**config.mk**
```make
export PLATFORM = sky130hd
export DESIGN_NAME = cond_unit
export DESIGN_NICKNAME = d
export VERILOG_FILES = /design/src/rtl/cond_unit.sv
export SDC_FILE = /design/constraint.sdc
export NUM_CORES = 1
export LEC_CHECK = 0
export CORE_MARGIN = 3
export CORE_UTILIZATION = 35
export CTS_CLUSTER_SIZE = 28
export DETAILED_ROUTE_END_ITERATION = 10
export PLACE_DENSITY_LB_ADDON = 0.3
export SYNTH_ARGS = -nofsm -noshare
export SYNTH_HDL_FRONTEND = slang
export SYNTH_SLANG_ARGS = --single-unit
```
**constraint.sdc**
```tcl
create_clock -name clock -period 1.8 [get_ports clock]
set_input_delay 0.45 -clock clock [delete_from_list [all_inputs] [get_ports clock]]
set_output_delay 0.45 -clock clock [all_outputs]
set_load 0.01 [all_outputs]
```
**src/rtl/cond_unit.sv**
```systemverilog
// cond_unit: conditional-execution stage after the ALU. Holds NZCV,
// evaluates the condition field, gates the write enables and squashes
// a fixed number of slots after a taken branch.
//
// Ports:
//   clock, reset      - clock, synchronous active-high reset
//   valid, stall      - slot occupancy and stage hold
//   cond              - instruction condition field (instr[31:28])
//   aluflags, flagw   - ALU {N,Z,C,V} and per-pair flag write request
//   regw, memw, pcs   - decoder enables before gating
//   nowrite           - compare-type instruction, no register write
//   flags             - stored {N,Z,C,V}
//   condex            - condition passed and slot is live
//   regwrite,memwrite - gated write enables
//   pcsrc             - gated PC-source select (taken branch)
//   flush             - current slot is being squashed
module cond_unit #(
    parameter int FLUSH_CYCLES = 2
) (
    input  logic       clock,
    input  logic       reset,
    input  logic       valid,
    input  logic       stall,
    input  logic [3:0] cond,
    input  logic [3:0] aluflags,
    input  logic [1:0] flagw,
    input  logic       regw,
    input  logic       memw,
    input  logic       pcs,
    input  logic       nowrite,
    output logic [3:0] flags,
    output logic       condex,
    output logic       regwrite,
    output logic       memwrite,
    output logic       pcsrc,
    output logic       flush
);

    localparam logic [2:0] FLUSH_LD = 3'(FLUSH_CYCLES);

    logic [2:0] fcnt;
    logic       condpass;
    logic       live;
    logic       n_f, z_f, c_f, v_f;

    assign {n_f, z_f, c_f, v_f} = flags;

    // Evaluated on the stored flags only; there is no aluflags bypass.
    always_comb begin
        condpass = 1'b0;
        unique case (cond)
            4'b0000: condpass = z_f;
            4'b0001: condpass = !z_f;
            4'b0010: condpass = c_f;
            4'b0011: condpass = !c_f;
            4'b0100: condpass = n_f;
            4'b0101: condpass = !n_f;
            4'b0110: condpass = v_f;
            4'b0111: condpass = !v_f;
            4'b1000: condpass = c_f && !z_f;
            4'b1001: condpass = !c_f || z_f;
            4'b1010: condpass = (n_f == v_f);
            4'b1011: condpass = (n_f != v_f);
            4'b1100: condpass = !z_f && (n_f == v_f);
            4'b1101: condpass = z_f || (n_f != v_f);
            4'b1110: condpass = 1'b1;
            4'b1111: condpass = 1'b0;
        endcase
    end

    assign flush    = (fcnt != 3'd0);
    assign live     = valid && !stall && !flush;
    assign condex   = live && condpass;
    assign regwrite = condex && regw && !nowrite;
    assign memwrite = condex && memw;
    assign pcsrc    = condex && pcs;

    always_ff @(posedge clock) begin
        if (reset) begin
            flags <= 4'b0000;
            fcnt  <= 3'd0;
        end else begin
            // condex is already low on stalled or squashed slots.
            if (condex) begin
                if (flagw[1]) flags[3:2] <= aluflags[3:2];
                if (flagw[0]) flags[1:0] <= aluflags[1:0];
            end
            // A squashed slot counts down even with valid low.
            if (pcsrc)
                fcnt <= FLUSH_LD;
            else if (flush && !stall)
                fcnt <= fcnt - 3'd1;
        end
    end

endmodule
```
==> metrics.yaml, run 1 <==
synthesis:
  ys_seq_elements: 7
  ys_seq_area_frac: 0.256
  synth-main-ff-cell: "dfxtp_1"
  ys_async_sr_fraction: 0
  ys_top_cells_by_area: "dfxtp_1 (26%), mux2i_1 (9.1%), o22ai_2 (9.1%), nand2_1 (7.5%), xnor2_1 (6.4%)"
  synth_top_area_share: 0.256
  ys_types: 23
  netlist_area_um2: 548
  syn_area_per_cell_um2: 8.30
  ys_warn_count: 0
  synth.most_common_cell: "nand2_1"
  syn-num-nets: 86
  synth_edf_count: 0
  synth_top_cell_by_area: "dfxtp_1"
  syn-instance-count: 66
  synth_common_cells: "nand2_1 (11), dfxtp_1 (7), inv_1 (7)"
sta:
  grt_setup_unrepaired: "true"
  slew_headroom: 0.774
  timing.fmax_mhz: 467
  drv_slew: 0
  worstMarginPinSlew_ns: 0.339
  fin_crit_ns: 2.14
  timing_hold_violations_final: 0
  finClkSkew_ns: 0.00188
  hold_slack_ns: 0.604
  setup_slack_ns: -0.343
  fin_crit_sh: 1.19
  finalSetupViolCount: 8
power:
  peakVddDrop_v: 0.000887
  power_frac_clock: 0.141
  switchingPower_uw: 374
  power_density_nw_per_um2: 981
  pwr-share-seq: 0.211
  switching_share: 0.361
  power.leakage_nw: 0.460
  combPwrFrac: 0.648
  intPower_uw: 661
layout:
  instances_no_fill: 134
  antenna_cells: 0
  final_core_util: 0.764
  layout-drive-gt1-share: 0.437
  syn2layout_area_growth_pct: 92.7
  nets: 140
die:
  start_util: 0.396
  io_pins: 27
  core_area_um2: 1380
  die_w_um: 45.6
  fp-row-count: 13
  die_area_um2: 2080
  dieHeight_um: 45.6
global_routing:
  first_global_vias: 698
  grt_overflow: 0
  grt_pass1_wl_mm: 2.87
  grt_use_total: 0.193
  antenna_found_initial: 0
  grt_max_degree: 10
placed_design:
  place_congestion: 0.798
  placed_cells: 125
  io_buffers: 26
  dp.final_hpwl_mm: 1.28
clock_tree:
  cts-buffers-inserted: 3
  htree_levels: 1
  clk_pin_slew_ns: 0.05
  cts_root_buf: "clkbuf_4"
  hold_buffers: 0
  cts_tree: "yes"
  cts_sinks: 7
  clock_latency_ns: 0.25
  clock_path_buffers: 2
worst_setup_path:
  start_kind: "flip-flop"
  critPathKind: "reg -> out"
  critPathTopFamily: "simple AND/OR/NAND/NOR gates"
  path_buf_inv: 2
  cp.arrival_ns: 1.69
  endpoint_kind: "output pin"
  crit_slowest_cell: "dfxtp_2"
  critPathRequiredTime_ns: 1.35
  crit_chain: "inv_2 -> ha_4 -> and4bb_2 -> o211a_1 -> o221ai_4 -> o21ai_2 -> and3b_2 -> buf_6"
  max_stage_delay_ns: 0.32
  critPathMaxFanout: 3
routing:
  finalWirelength_mm: 1.87
  detail_route.wl_per_cell_um: 13.9
  post-route-drc-count: 0
  vias: 666
  drtAntennaViolNets: 0
  first_iter_violations: 7
  drtPass1Iterations: 4
  viasPerCell: 4.97
run:
  cap_viol_max_count: 0
outcome:
  status: "complete, but fails checks"
  failed_checks: "negative setup slack"
min_path:
  hold_path.class: "reg -> reg"
[worst paths after layout]
check / from / cells after the start / endpoint / slack (ns)
min reg2reg: fcnt[1] / 3 / fcnt[1] / 0.60
max: fcnt[0] / 8 / regwrite / -0.34
max reg2reg: fcnt[0] / 9 / flags[2] / -0.07
min: fcnt[1] / 3 / fcnt[1] / 0.60
[repair_timing]
action | in CTS | in global routing
gates resized for setup | 31 | 3
setup buffers | 4 | 1
endpoints found under the setup margin | 11 | 10
pin swaps | 10 | 4
[cells by family (layout without fill, tap and decap cells)]
family                     count (synthesis)  in the layout  share of synthesized area
DFF                                        7              7                      0.256
buffers and inverters                      8             61                     0.0548
adders and majority gates                  2              2                     0.0457
muxes                                      5              5                     0.0913
xor gates and xnor gates                   5              5                     0.0936
and+or+nand+nor                           25             25                      0.235
AOI/OAI and AO/OA                         14             14                      0.224
[cell usage in the layout, fill, tap and decap left out, types with 2 or more instances in the layout]
cell,instances
a21oi_2,2
inv_2,2
clkbuf_4,3
dfxtp_1,4
o22ai_4,2
nand3_1,3
inv_1,5
dlygate4sd2_1,4
mux2i_1,4
buf_4,23
buf_2,4
clkdlybuf4s50_1,16
a21oi_1,3
xnor2_1,4
nand2_1,11
dfxtp_2,3
o22ai_2,2
nor2_1,4
[metrics by stage]
| stage | power (mW) | setup slack (ns) | setup TNS [ns] | cell area (um^2) |
|---|---|---|---|---|
| finish | 1.04 | -0.343 | -1.47 | 1060 |
| global route | 1.12 | -0.440 | -2.19 | 1060 |
| CTS | 1.01 | -0.348 | -1.43 | 1050 |
| detailed placement | 0.819 | -1.14 | -7.24 | 993 |
| global placement | 0.794 | -1.07 | -6.55 | 993 |
| floorplan | 0.523 | -0.0799 | -0.122 | 579 |
[layout make-up]
| class | count | area, um^2 |
|---|---|---|
| Timing Repair Buffer | 49 | 404 |
| Clock buffer | 4 | 26.3 |
| Inverter | 8 | 30.0 |
| Multi-Input combinational cell | 51 | 433 |
| Sequential cell | 7 | 144 |
| Tap cell | 15 | 18.8 |
| Fill cell | 104 | 327 |
[power groups by stage]
stage	combinational, mW	sequential (mW)	clock (mW)
floorplan	0.300	0.223	0
global route	0.743	0.224	0.155
CTS	0.644	0.218	0.150
global placement	0.574	0.220	0
detailed placement	0.599	0.220	0
finish	0.671	0.218	0.146
[worst min-delay path: stages, from the launching register on]
cell and delay, ns:
dfxtp_2 0.33, nor2_1 0.04, a21oi_1 0.10, o21a_1 0.11
[layer usage]
metal / track usage / share of wire / vias up
met4: 0.0994 / 0.010 / 0
met2: 0.340 / 0.50 / 19
met1: 0.221 / 0.43 / 306
li1: - / - / 337
met3: 0.0277 / 0.063 / 4
met5: 0 / 0 / -
[state kept, by name, summed over array words and instances (netlist names)]
signal	flops
flags	4
fcnt	3
No activity file was read; power rests on OpenSTA's default activity.
==> run 2: changes to the inputs <==
==> constraint.sdc (replaced) <==
create_clock -name clock -period 1.95 [get_ports clock]
set_input_delay 0.4875 -clock clock [delete_from_list [all_inputs] [get_ports clock]]
set_output_delay 0.4875 -clock clock [all_outputs]
set_load 0.01 [all_outputs]
==> metrics.yaml, run 2 (synthesis results as in run 1) <==
die:
  die_area_um2: 2080
  start_util: 0.396
  die_w_um: 45.6
  fp-row-count: 13
  io_pins: 27
  core_area_um2: 1380
  dieHeight_um: 45.6
sta:
  fin_crit_ns: 2.19
  drv_slew: 0
  grt_setup_unrepaired: "true"
  slew_headroom: 0.804
  timing_hold_violations_final: 0
  fin_crit_sh: 1.12
  setup_slack_ns: -0.238
  finClkSkew_ns: 0.00154
  timing.fmax_mhz: 457
  finalSetupViolCount: 4
  worstMarginPinSlew_ns: 0.294
outcome:
  status: "complete, but fails checks"
  failed_checks: "negative setup slack"
routing:
  post-route-drc-count: 0
  finalWirelength_mm: 1.60
  detail_route.wl_per_cell_um: 11.9
  drtPass1Iterations: 4
  drtAntennaViolNets: 0
  first_iter_violations: 10
  vias: 658
  viasPerCell: 4.91
min_path:
  hold_path.class: "reg -> reg"
  holdCritStartpoint: "fcnt[1]"
clock_tree:
  cts_tree: "yes"
  clock_path_buffers: 2
  hold_buffers: 0
  cts_root_buf: "clkbuf_4"
  clock_latency_ns: 0.24
  htree_levels: 1
  cts_sinks: 7
  cts-buffers-inserted: 3
  clk_pin_slew_ns: 0.05
global_routing:
  met3_usage: 0.0277
  grt_util_met2: 0.287
  grt_max_degree: 10
  antenna_found_initial: 0
  met1_usage: 0.191
  top_usage_layer: "met2"
  grt_overflow: 0
  first_global_vias: 598
  grt_use_total: 0.161
  grt_pass1_wl_mm: 2.44
worst_setup_path:
  critPathRequiredTime_ns: 1.46
  critPathKind: "reg -> out"
  critPathMaxFanout: 3
  start_kind: "flip-flop"
  timing.rr.start: "fcnt[0]"
  endpoint_kind: "output pin"
  startpoint: "fcnt[0]"
  cp.arrival_ns: 1.70
run:
  cap_viol_max_count: 0
layout:
  nets: 140
  largest_reg_flops: 4
  syn2layout_area_growth_pct: 91.1
  antenna_cells: 0
  regMostFlops: "flags"
  final_common_cell: "buf_4"
  final_area_um2: 1050
  layout-drive-gt1-share: 0.445
  final_cell_mix: "buf_4 (23), clkdlybuf4s50_1 (15), nand2_1 (11)"
  largestRegisters: "flags: 4 flops, fcnt: 3 flops"
  instances_no_fill: 134
placed_design:
  place_area_um2: 990
  dp_slack_ns: -1.00
  io_buffers: 26
  dp.final_hpwl_mm: 1.26
  place_congestion: 0.737
  placed_cells: 126
power:
  power.leakage_nw: 0.475
  peakVddDrop_v: 0.000753
  power_density_nw_per_um2: 874
run 2: cell types whose count changed in the layout (fill, tap and decap cells not counted), sizes merged:
cell | previous run | this run
dlygate4sd2 | 4 | 2
buf | 28 | 29
clkdlybuf4s15 | 0 | 1
clkdlybuf4s50 | 16 | 15
dlymetal6s2s | 0 | 1
run 2: critical path, cell delays in order (launching register included):
cell and delay, ns:
dfxtp_2 0.32, inv_2 0.07, ha_4 0.13, and4bb_2 0.24, o211a_1 0.18, o221ai_4 0.12
o21ai_2 0.09, and3b_2 0.20, buf_6 0.10
run 2: path summary, 6_finish.rpt:
| path | to | slack, ns | cells after the start |
|---|---|---|---|
| worst max-delay path | regwrite | -0.24 | 8 |
| worst max register to register | flags[3] | 0.22 | 8 |
| worst min register to register | fcnt[1] | 0.62 | 3 |
| worst min-delay path | fcnt[1] | 0.62 | 3 |
run 2: repair_timing:
item | in CTS | in global routing
endpoints found under the setup margin | 11 | 4
setup buffers | 1 | 3
endpoints found under the hold margin | 0 | 0
pin swaps | 10 | 6
resized for setup | 35 | 5
run 2: cell type report:
type	count	area (um^2)
Inverter	8	30.0
Multi-Input combinational cell	51	425
Sequential cell	7	143
Clock buffer	4	26.3
Fill cell	85	335
Timing Repair Buffer	49	404
Tap cell	15	18.8
run 2: report_power, final:
group / internal (mW) / total (mW) / switching (mW)
Combinational: 0.339 / 0.583 / 0.244
Clock: 0.0779 / 0.129 / 0.0507
Sequential: 0.180 / 0.203 / 0.0224
Total: 0.597 / 0.915 / 0.318
run 2: routing by layer:
layer  up-vias  routed length (um)
li1        335                   -
met1       303                 704
met2        20                 770
met3         0                 122
met4         0                   0
met5         -                   0
run 2: through the flow:
stage / utilization / total power, mW / setup TNS [ns] / hold WS, ns
2_1_floorplan: - / 0.458 / -0.00487 / 0.507
3_3_place_gp: 0.716 / 0.707 / -5.37 / 0.596
3_5_place_dp: 0.716 / 0.722 / -5.86 / 0.612
4_1_cts: 0.736 / 0.864 / -0.784 / 0.619
5_1_grt: 0.757 / 0.989 / -1.02 / 0.656
6_report: 0.757 / 0.915 / -0.740 / 0.619
==> run 3: changes to the inputs <==
--- a/config.mk
+++ b/config.mk
@@ -10,6 +10,7 @@
 export CTS_CLUSTER_SIZE = 28
 export DETAILED_ROUTE_END_ITERATION = 10
 export PLACE_DENSITY_LB_ADDON = 0.3
+export RECOVER_POWER = 100
 export SYNTH_ARGS = -nofsm -noshare
 export SYNTH_HDL_FRONTEND = slang
 export SYNTH_SLANG_ARGS = --single-unit
==> results of run 3 <==
Same layout as run 2: the final DEF is identical, and so are final timing and power.
